**config.mk**
```make
export PLATFORM = sky130hd
export DESIGN_NAME = counter_step_scheduler_flat
export DESIGN_NICKNAME = d
export VERILOG_FILES = /design/src/rtl/counter_step_scheduler_if.sv /design/src/rtl/counter_step_scheduler.sv /design/src/flat_wrapper.sv
export SDC_FILE = /design/constraint.sdc
export NUM_CORES = 1
export LEC_CHECK = 0
export BUFFER_PORTS_ARGS = -buffer_cell sky130_fd_sc_hd__buf_4
export CAP_MARGIN = 20
export CORE_AREA = 4 4 42 44
export DETAILED_ROUTE_END_ITERATION = 10
export DIE_AREA = 0 0 46 48
export PLACE_DENSITY = 0.75
export SLEW_MARGIN = 15
export SYNTH_ARGS = -nofsm -noshare
export SYNTH_HDL_FRONTEND = slang
export SYNTH_SLANG_ARGS = --single-unit
```
**constraint.sdc**
```tcl
create_clock -name clk -period 3.5 [get_ports clk]
set_input_delay 0.35 -clock clk [delete_from_list [all_inputs] [get_ports clk]]
set_output_delay 0.35 -clock clk [all_outputs]
set_load 0.01 [all_outputs]
```
**src/rtl/counter_step_scheduler_if.sv**
```systemverilog
// Request/step/done signal bundle between the two requesters and the
// counter step scheduler.
interface counter_step_scheduler_if #(
  parameter int LEN_W = 4,
  parameter int CNT_W = 2
);
  logic             req0_valid;
  logic             req0_up;
  logic [LEN_W-1:0] req0_len;
  logic             req1_valid;
  logic             req1_up;
  logic [LEN_W-1:0] req1_len;
  logic             hold;
  logic             o_ready0;
  logic             o_ready1;
  logic             o_step;
  logic             o_up;
  logic [CNT_W-1:0] o_count;
  logic             o_busy;
  logic             o_done0;
  logic             o_done1;

  modport master (
    output req0_valid, req0_up, req0_len,
    output req1_valid, req1_up, req1_len,
    output hold,
    input  o_ready0, o_ready1, o_step, o_up, o_count, o_busy, o_done0, o_done1
  );

  modport slave (
    input  req0_valid, req0_up, req0_len,
    input  req1_valid, req1_up, req1_len,
    input  hold,
    output o_ready0, o_ready1, o_step, o_up, o_count, o_busy, o_done0, o_done1
  );
endinterface

```
**src/rtl/counter_step_scheduler.sv**
```systemverilog
// Round-robin arbiter and step sequencer for a shared up/down counter; one
// counter step per cycle, with a registered mirror of the counter value.
module counter_step_scheduler #(
  parameter int LEN_W = 4,
  parameter int CNT_W = 2
) (
  input  logic                     clk,
  input  logic                     rst,
  counter_step_scheduler_if.slave  bus
);

  typedef enum logic [1:0] {IDLE, RUN, DONE} state_t;

  state_t           state_q, state_d;
  logic             ptr_q;      // requester favoured on a tie
  logic             owner_q;
  logic             up_q;
  logic [LEN_W-1:0] rem_q;
  logic [CNT_W-1:0] count_q;

  logic             grant0, grant1, step;
  logic             grant_up;
  logic [LEN_W-1:0] grant_len;

  always_comb begin
    state_d   = state_q;
    grant0    = 1'b0;
    grant1    = 1'b0;
    step      = 1'b0;
    grant_up  = 1'b0;
    grant_len = '0;
    case (state_q)
      IDLE: begin
        if (bus.req0_valid && (!bus.req1_valid || !ptr_q)) grant0 = 1'b1;
        else if (bus.req1_valid)                          grant1 = 1'b1;
        grant_up  = grant1 ? bus.req1_up  : bus.req0_up;
        grant_len = grant1 ? bus.req1_len : bus.req0_len;
        if (grant0 || grant1) state_d = (grant_len != '0) ? RUN : DONE;
      end
      RUN: begin
        if (!bus.hold) begin
          step = 1'b1;
          if (rem_q == LEN_W'(1)) state_d = DONE;
        end
      end
      DONE:    state_d = IDLE;
      default: state_d = IDLE;
    endcase
    // Strobes are suppressed during the reset cycle itself
    if (rst) begin
      grant0 = 1'b0;
      grant1 = 1'b0;
      step   = 1'b0;
    end
  end

  always_ff @(posedge clk) begin
    if (rst) begin
      state_q <= IDLE;
      ptr_q   <= 1'b0;
      owner_q <= 1'b0;
      up_q    <= 1'b0;
      rem_q   <= '0;
      count_q <= '0;
    end else begin
      state_q <= state_d;
      if (grant0 || grant1) begin
        up_q    <= grant_up;
        rem_q   <= grant_len;
        owner_q <= grant1;
        ptr_q   <= grant0;
      end
      if (step) begin
        count_q <= up_q ? count_q + CNT_W'(1) : count_q - CNT_W'(1);
        rem_q   <= rem_q - LEN_W'(1);
      end
    end
  end

  assign bus.o_ready0 = grant0;
  assign bus.o_ready1 = grant1;
  assign bus.o_step   = step;
  assign bus.o_up     = up_q;
  assign bus.o_count  = count_q;
  assign bus.o_busy   = !rst && (state_q != IDLE);
  assign bus.o_done0  = !rst && (state_q == DONE) && !owner_q;
  assign bus.o_done1  = !rst && (state_q == DONE) &&  owner_q;

endmodule

```
**src/flat_wrapper.sv**
```systemverilog
// flat-port wrapper written by rule: the top's interface ports become plain ports
module counter_step_scheduler_flat 
#(
  parameter int LEN_W = 4,
  parameter int CNT_W = 2
)
  (clk, rst, bus_req0_valid, bus_req0_up, bus_req0_len, bus_req1_valid, bus_req1_up, bus_req1_len, bus_hold, bus_o_ready0, bus_o_ready1, bus_o_step, bus_o_up, bus_o_count, bus_o_busy, bus_o_done0, bus_o_done1);
  counter_step_scheduler_if #(.LEN_W(LEN_W), .CNT_W(CNT_W)) bus_i ();
  input  logic clk;
  input  logic rst;
  input wire logic [$bits(bus_i.req0_valid)-1:0] bus_req0_valid;
  input wire logic [$bits(bus_i.req0_up)-1:0] bus_req0_up;
  input wire logic [$bits(bus_i.req0_len)-1:0] bus_req0_len;
  input wire logic [$bits(bus_i.req1_valid)-1:0] bus_req1_valid;
  input wire logic [$bits(bus_i.req1_up)-1:0] bus_req1_up;
  input wire logic [$bits(bus_i.req1_len)-1:0] bus_req1_len;
  input wire logic [$bits(bus_i.hold)-1:0] bus_hold;
  output wire logic [$bits(bus_i.o_ready0)-1:0] bus_o_ready0;
  output wire logic [$bits(bus_i.o_ready1)-1:0] bus_o_ready1;
  output wire logic [$bits(bus_i.o_step)-1:0] bus_o_step;
  output wire logic [$bits(bus_i.o_up)-1:0] bus_o_up;
  output wire logic [$bits(bus_i.o_count)-1:0] bus_o_count;
  output wire logic [$bits(bus_i.o_busy)-1:0] bus_o_busy;
  output wire logic [$bits(bus_i.o_done0)-1:0] bus_o_done0;
  output wire logic [$bits(bus_i.o_done1)-1:0] bus_o_done1;
  assign bus_i.req0_valid = bus_req0_valid;
  assign bus_i.req0_up = bus_req0_up;
  assign bus_i.req0_len = bus_req0_len;
  assign bus_i.req1_valid = bus_req1_valid;
  assign bus_i.req1_up = bus_req1_up;
  assign bus_i.req1_len = bus_req1_len;
  assign bus_i.hold = bus_hold;
  assign bus_o_ready0 = bus_i.o_ready0;
  assign bus_o_ready1 = bus_i.o_ready1;
  assign bus_o_step = bus_i.o_step;
  assign bus_o_up = bus_i.o_up;
  assign bus_o_count = bus_i.o_count;
  assign bus_o_busy = bus_i.o_busy;
  assign bus_o_done0 = bus_i.o_done0;
  assign bus_o_done1 = bus_i.o_done1;
  counter_step_scheduler #(.LEN_W(LEN_W), .CNT_W(CNT_W)) u_core (.clk(clk), .rst(rst), .bus(bus_i));
endmodule
```
Yosys cells after proc, flatten, opt, wreduce, memory -nomap -nowiden

Cells that the tools add are included.

Bits in read-only memories: 0
Memory bits (writable): 0
Logic and storage cells: 56
Bits in latches: 0
Output and inout bits: 9
Memories: 0
Register bits after elaboration: 11

$add $sub $neg: 3
Mux-type cells: 24
Magnitude comparators: 0
Reduce and logical (&&, ||, !) cells: 17
Equality and inequality tests: 6
$mul: 0
Bitwise logic cells: 0
Shift operators: 0
Divide/modulo/power cells: 0

Operators with widths:

| cell                                                                | count |
|---|---|
| 4-bit two-way mux                                                   | 4 |
| 1-bit two-way mux                                                   | 14 |
| 2-bit two-way mux                                                   | 5 |
| 1-bit logical AND                                                   | 5 |
| 4-bit by 1-bit == test with 1-bit output (second input constant)    | 1 |
| 1-bit zero test                                                     | 4 |
| 2-bit by 1-bit != test with 1-bit output (second input constant)    | 2 |
| 2-bit one-hot mux with 2 select lines                               | 1 |
| 2-bit nonzero test                                                  | 2 |
| 4-bit nonzero test                                                  | 1 |
| 4-bit by 1-bit subtractor with 4-bit output (second input constant) | 1 |
| 1-bit logical OR                                                    | 3 |
| 3-bit AND reduction                                                 | 1 |
| 2-bit by 1-bit adder with 2-bit output (second input constant)      | 1 |
| 2-bit by 1-bit == test with 1-bit output (second input constant)    | 1 |
| 2-bit == test (second input constant)                               | 1 |
| 2-bit zero test                                                     | 1 |
| 2-bit != test (second input constant)                               | 1 |
| 2-bit by 1-bit subtractor with 2-bit output (second input constant) | 1 |

Depth between registers and ports, before layout

Depth after elaboration: 10
Depth in mapped cells: 5

Worst setup path after synthesis

OpenSTA, ideal clock, no wires.

Path kind: reg2reg
Start point: reg u_core.state_q[0]
End point: reg u_core.rem_q[3]
Stages on the path, launching flop included: 6
Path buffers: 1
Data arrival time: 1.478 ns
Slack: 1.894 ns
Clock period less this slack: 1.606 ns
Cells stage by stage: dfxtp_1 buf_4 or4b_1 or4_1 o21ai_1 a32oi_1

Word-level cells in the longest chain between the ends: 5

Ends and longest elaborated chain:

| element                      | line                         | RTL |
|---|---|---|
| start, declared              | counter_step_scheduler.sv:14 | `state_t state_q, state_d;` |
| start signal, assigned       | counter_step_scheduler.sv:66 | `state_q <= state_d;` |
| 2-bit zero test              | counter_step_scheduler.sv:32 | `case (state_q)` |
| 1-bit two-way mux            | counter_step_scheduler.sv:32 |  |
| 1-bit two-way mux            | counter_step_scheduler.sv:50 | `if (rst) begin` |
| 1-bit logical OR             | counter_step_scheduler.sv:67 | `if (grant0 \|\| grant1) begin` |
| 2-bit nonzero test (no line) | -                            |  |
| end signal, assigned         | counter_step_scheduler.sv:69 | `rem_q <= grant_len;` |
| end signal, assigned         | counter_step_scheduler.sv:75 | `rem_q <= rem_q - LEN_W'(1);` |
| end, declared                | counter_step_scheduler.sv:18 | `logic [LEN_W-1:0] rem_q;` |

Parallel ways exist; a longest one is shown, timed or not. The select of a mux whose other input is x is not followed.
A chain may end at the register's enable or synchronous reset.

Worst setup path in the final report

Start point: reg u_core.state_q[0]
End point: out bus_o_step

Word-level cells in the longest chain between the ends: 3

Ends and longest elaborated chain:

| element                                  | line                         | RTL |
|---|---|---|
| 2-bit by 1-bit == test with 1-bit output | counter_step_scheduler.sv:32 |  |
| 1-bit two-way mux                        | counter_step_scheduler.sv:32 |  |
| 1-bit two-way mux                        | counter_step_scheduler.sv:50 |  |
| end, declared                            | flat_wrapper.sv:20           | `output wire logic [$bits(bus_i.o_step)-1:0] bus_o_step;` |

No other way between the ends.

==> results by stage <==
Status:
- The run finished with clean final reports.

Floorplan:
- The die extent in y is 48 um.
- The die is about 46 um wide.
- 24 I/O pins were placed.
- The die covers roughly 2200 um^2.
- The floorplan step defined a core boundary enclosing 1440 um^2.
- The initial cell density of the core is 0.457.
- The standard-cell row count is 14.

Synth:
- The total standard cell area after synthesis is 657 um^2.
- Dividing the synthesized area by the synthesized cell count gives ~8 um^2.
- The number of unique standard cell types used by synthesis is 37.
- The number of nets in the synthesized netlist is between 90 and 100.
- The post-synthesis sequential area ratio is 0.335.
- Counting every instance in the synthesized netlist gives roughly 80.
- The warning count from the yosys run is 0.
- The number of flip-flops and latches in the synthesized netlist is 11.

GRT:
- The aggregate global routing overflow is 0.
- The maximum number of pins on one net before global-route repair is 17.
- Across every metal layer, demand over resource in global routing totals 0.154.
- The number of antenna violations at the first check in global routing is 0.
- The via count of the first global-routing pass is a little over 600.
- The first-pass GRT wire length is approximately 2.5 mm.

Setup path:
- STA classifies the critical path endpoint as an output pin.
- Data on the critical path is required at its endpoint by approximately 3200 ps.
- The type of the setup path with the least slack is flip-flop to output pin.
- For the worst setup path, the data arrival time is approximately 1500 ps.
- The count of cells along the worst register-to-register path is 4.
- STA classifies the critical path startpoint as a flip-flop.
- The largest fanout on the critical path is 10.

Min path:
- The worst hold path depth is 2.
- The classification of the worst-slack hold path is input pin to flip-flop.

Detailed routing:
- Summed over all layers, the routed wires come to 1.55 mm.
- The starting DRC count in detailed routing is 20.
- The number of vias in the routed layout is ~690.
- The number of detailed-route iterations in the first pass is 4.
- The average routed wire per standard cell is 12.7 um.
- The number of design rule violations left after detail routing is 0.
- The detail route stage leaves a number of antenna-violating nets equal to 0.
- The via-per-instance ratio is roughly 5.7.

Placed design:
- The weighted congestion reported at the end of routability-driven placement is about 0.83.
- Once placement completed, the tool counted placed cells totaling between 100 and 150.
- Detailed placement finished with a half-perimeter wire length of 1.24 mm.
- The number of port buffers is 23.

Power and ir drop:
- The share of total power dissipated in combinational logic is 0.355.
- The analysis attributes to cell leakage a power of 0.375 nW.
- The internal portion of the total power is about 0.27 mW.
- The total power divided by cell area is approximately 490 nW/um^2.
- The worst-case IR drop observed on VDD is approximately 280 uV.
- The overall power of the completed layout is ~0.42 mW.
- The fraction of power consumed by sequential logic is 0.435.
- The power spent charging and discharging nets is around 0.15 mW.
- The clock power share is 0.210.
- The switching share of power is 0.352.

Final layout:
- The diode insertion count for antenna repair is 0.
- For this run, the post-layout net count is around 120.
- The count of cells in the finished layout, fillers not included, comes to about 120.
- In the final layout, the share of cells above drive strength 1 is 0.255.
- The area growth from synthesis to layout is 30.9%.

Timing:
- The count of pins over their slew limit came to 0.
- Setup repair after global routing left no endpoint under its margin.
- The slew at the pin closest to its max-slew limit is 650 ps.
- The aggregate negative setup slack is 0 ps.
- The hold violation count in the final report is 0.
- The post-layout minimum cycle time is between 1500 and 2000 ps.
- Headroom to the max-slew limit came out at 0.562.
- In the finished design, the share of the clock period the worst path needs comes to 0.514.
- Setup violations remaining at the end of the flow were counted as 0.
- On the final layout, the worst clock skew is just over 9 ps.
- The highest achievable clock rate is between 500 and 600 MHz.

Clock tree:
- The latest clock arrival within the worst-skew pair is about 270 ps.
- The post-CTS resize count is 0.
- The CTS H-tree depth is 1.
- TritonCTS created 3 clock buffers.
- The number of sinks handled by clock tree synthesis is 11.
- The count of buffers added by post-CTS timing repair for setup is 0.
- The worst-case clock buffer depth is 2.
- The clock transition time at the flip-flop clock pins of the worst setup and hold paths is around 80 ps.
- The number of buffers inserted by hold repair at cts is 0.
- The tree is rooted in a clkbuf_4.
- TritonCTS built the clock tree.

Run:
- The tool flagged a number of max-cap violations equal to 0.
==> cell type report <==
class | instances | area, um^2
clock buffers | 4 | 26.3
fillers | 131 | 577
multi-input cells | 64 | 405
repair buffers | 23 | 173
flip-flops and latches | 11 | 220
inverters | 4 | 15.0
well taps | 16 | 20.0
==> through the flow <==
stage | util | hold slack [ps] | instance area (um^2) | setup slack (ps)
floorplan | - | 462 | 657 | 1890
global route | 0.598 | 344 | 860 | 1600
detailed placement | 0.580 | 482 | 833 | 1750
finish | 0.598 | 351 | 860 | 1700
global placement | 0.580 | 467 | 833 | 1780
CTS | 0.598 | 337 | 860 | 1700
==> Yosys cell counts (all sizes together) <==
library cell / n / area (um^2)
nor3b: 1 / 7.51
inv: 4 / 15.0
or2b: 1 / 7.51
or3b: 1 / 8.76
a31oi: 1 / 6.26
and3: 2 / 12.5
a311oi: 2 / 17.5
a21o: 1 / 7.51
clkbuf: 1 / 3.75
mux2i: 3 / 30.0
nand4: 2 / 12.5
or3: 3 / 20.0
buf: 2 / 12.5
nand3: 3 / 15.0
a2111oi: 1 / 8.76
a21oi: 3 / 15.0
nor2: 10 / 37.5
dfxtp: 11 / 220
o211ai: 1 / 7.51
nand2b: 1 / 6.26
xor2: 1 / 8.76
or4: 1 / 7.51
a41oi: 1 / 8.76
ha: 2 / 25.0
a32oi: 1 / 8.76
xnor2: 1 / 8.76
a21boi: 1 / 7.51
o22ai: 1 / 6.26
o21ai: 6 / 30.0
nor4: 2 / 12.5
nor4b: 2 / 17.5
nand2: 5 / 18.8
or4b: 1 / 10.0
nor3: 3 / 15.0
==> worst max-delay path: stages (launching register included) <==
cell	delay (ps)
dfxtp_1	460
or3b_1	470
nor2_1	120
buf_4	130
==> final timing paths <==
path / from / to / slack (ps)
hold / removal: bus_req1_valid / u_core.ptr_q / 350
hold reg to reg: u_core.bus.o_count[1] / u_core.bus.o_count[1] / 490
setup reg to reg: u_core.state_q[0] / u_core.rem_q[3] / 1760
setup / recovery: u_core.state_q[0] / bus_o_step / 1700
==> flip-flops by register name (all words and copies together), names as in the netlist <==
| register | flops |
|---|---|
| u_core.bus.o_count | 2 |
| u_core.ptr_q | 1 |
| u_core.rem_q | 4 |
| u_core.bus.o_up | 1 |
| u_core.state_q | 2 |
| u_core.owner_q | 1 |
==> layer usage <==
layer  wire length (um)  up-vias  track usage
li1                   -      355            -
met1                681      308        0.209
met2                707       26        0.223
met3                129        4       0.0451
met4                 31        0       0.0739
met5                  0        -            0
==> power groups by stage <==
stage	sequential, mW	combinational [mW]	clock, mW
floorplan	0.176	0.104	0
global placement	0.184	0.147	0
detailed placement	0.184	0.149	0
CTS	0.181	0.149	0.0910
global route	0.185	0.170	0.0949
finish	0.182	0.149	0.0879
==> cells in the final DEF, fill, tap and decap left out, drive strengths merged, types with 2 or more instances in the layout <==
master | Yosys | final
buf | 2 | 23
dfxtp | 11 | 11
nor2 | 10 | 10
o21ai | 6 | 6
nand2 | 5 | 5
inv | 4 | 4
clkbuf | 1 | 4
nor3 | 3 | 3
a21oi | 3 | 3
mux2i | 3 | 3
nand3 | 3 | 3
or3 | 3 | 3
and3 | 2 | 2
nor4 | 2 | 2
nor4b | 2 | 2
a311oi | 2 | 2
nand4 | 2 | 2
ha | 2 | 2
==> kinds of logic after synthesis <==
group | after synthesis | share of synthesized area
DFF | 11 | 0.335
and+or+nand+nor | 38 | 0.318
AOI/OAI and AO/OA | 19 | 0.189
buffers and inverters | 7 | 0.0476
xor gates and xnor gates | 2 | 0.0267
muxes | 3 | 0.0457
adders and majority gates | 2 | 0.0381
No activity file was read; power rests on OpenSTA's default activity.
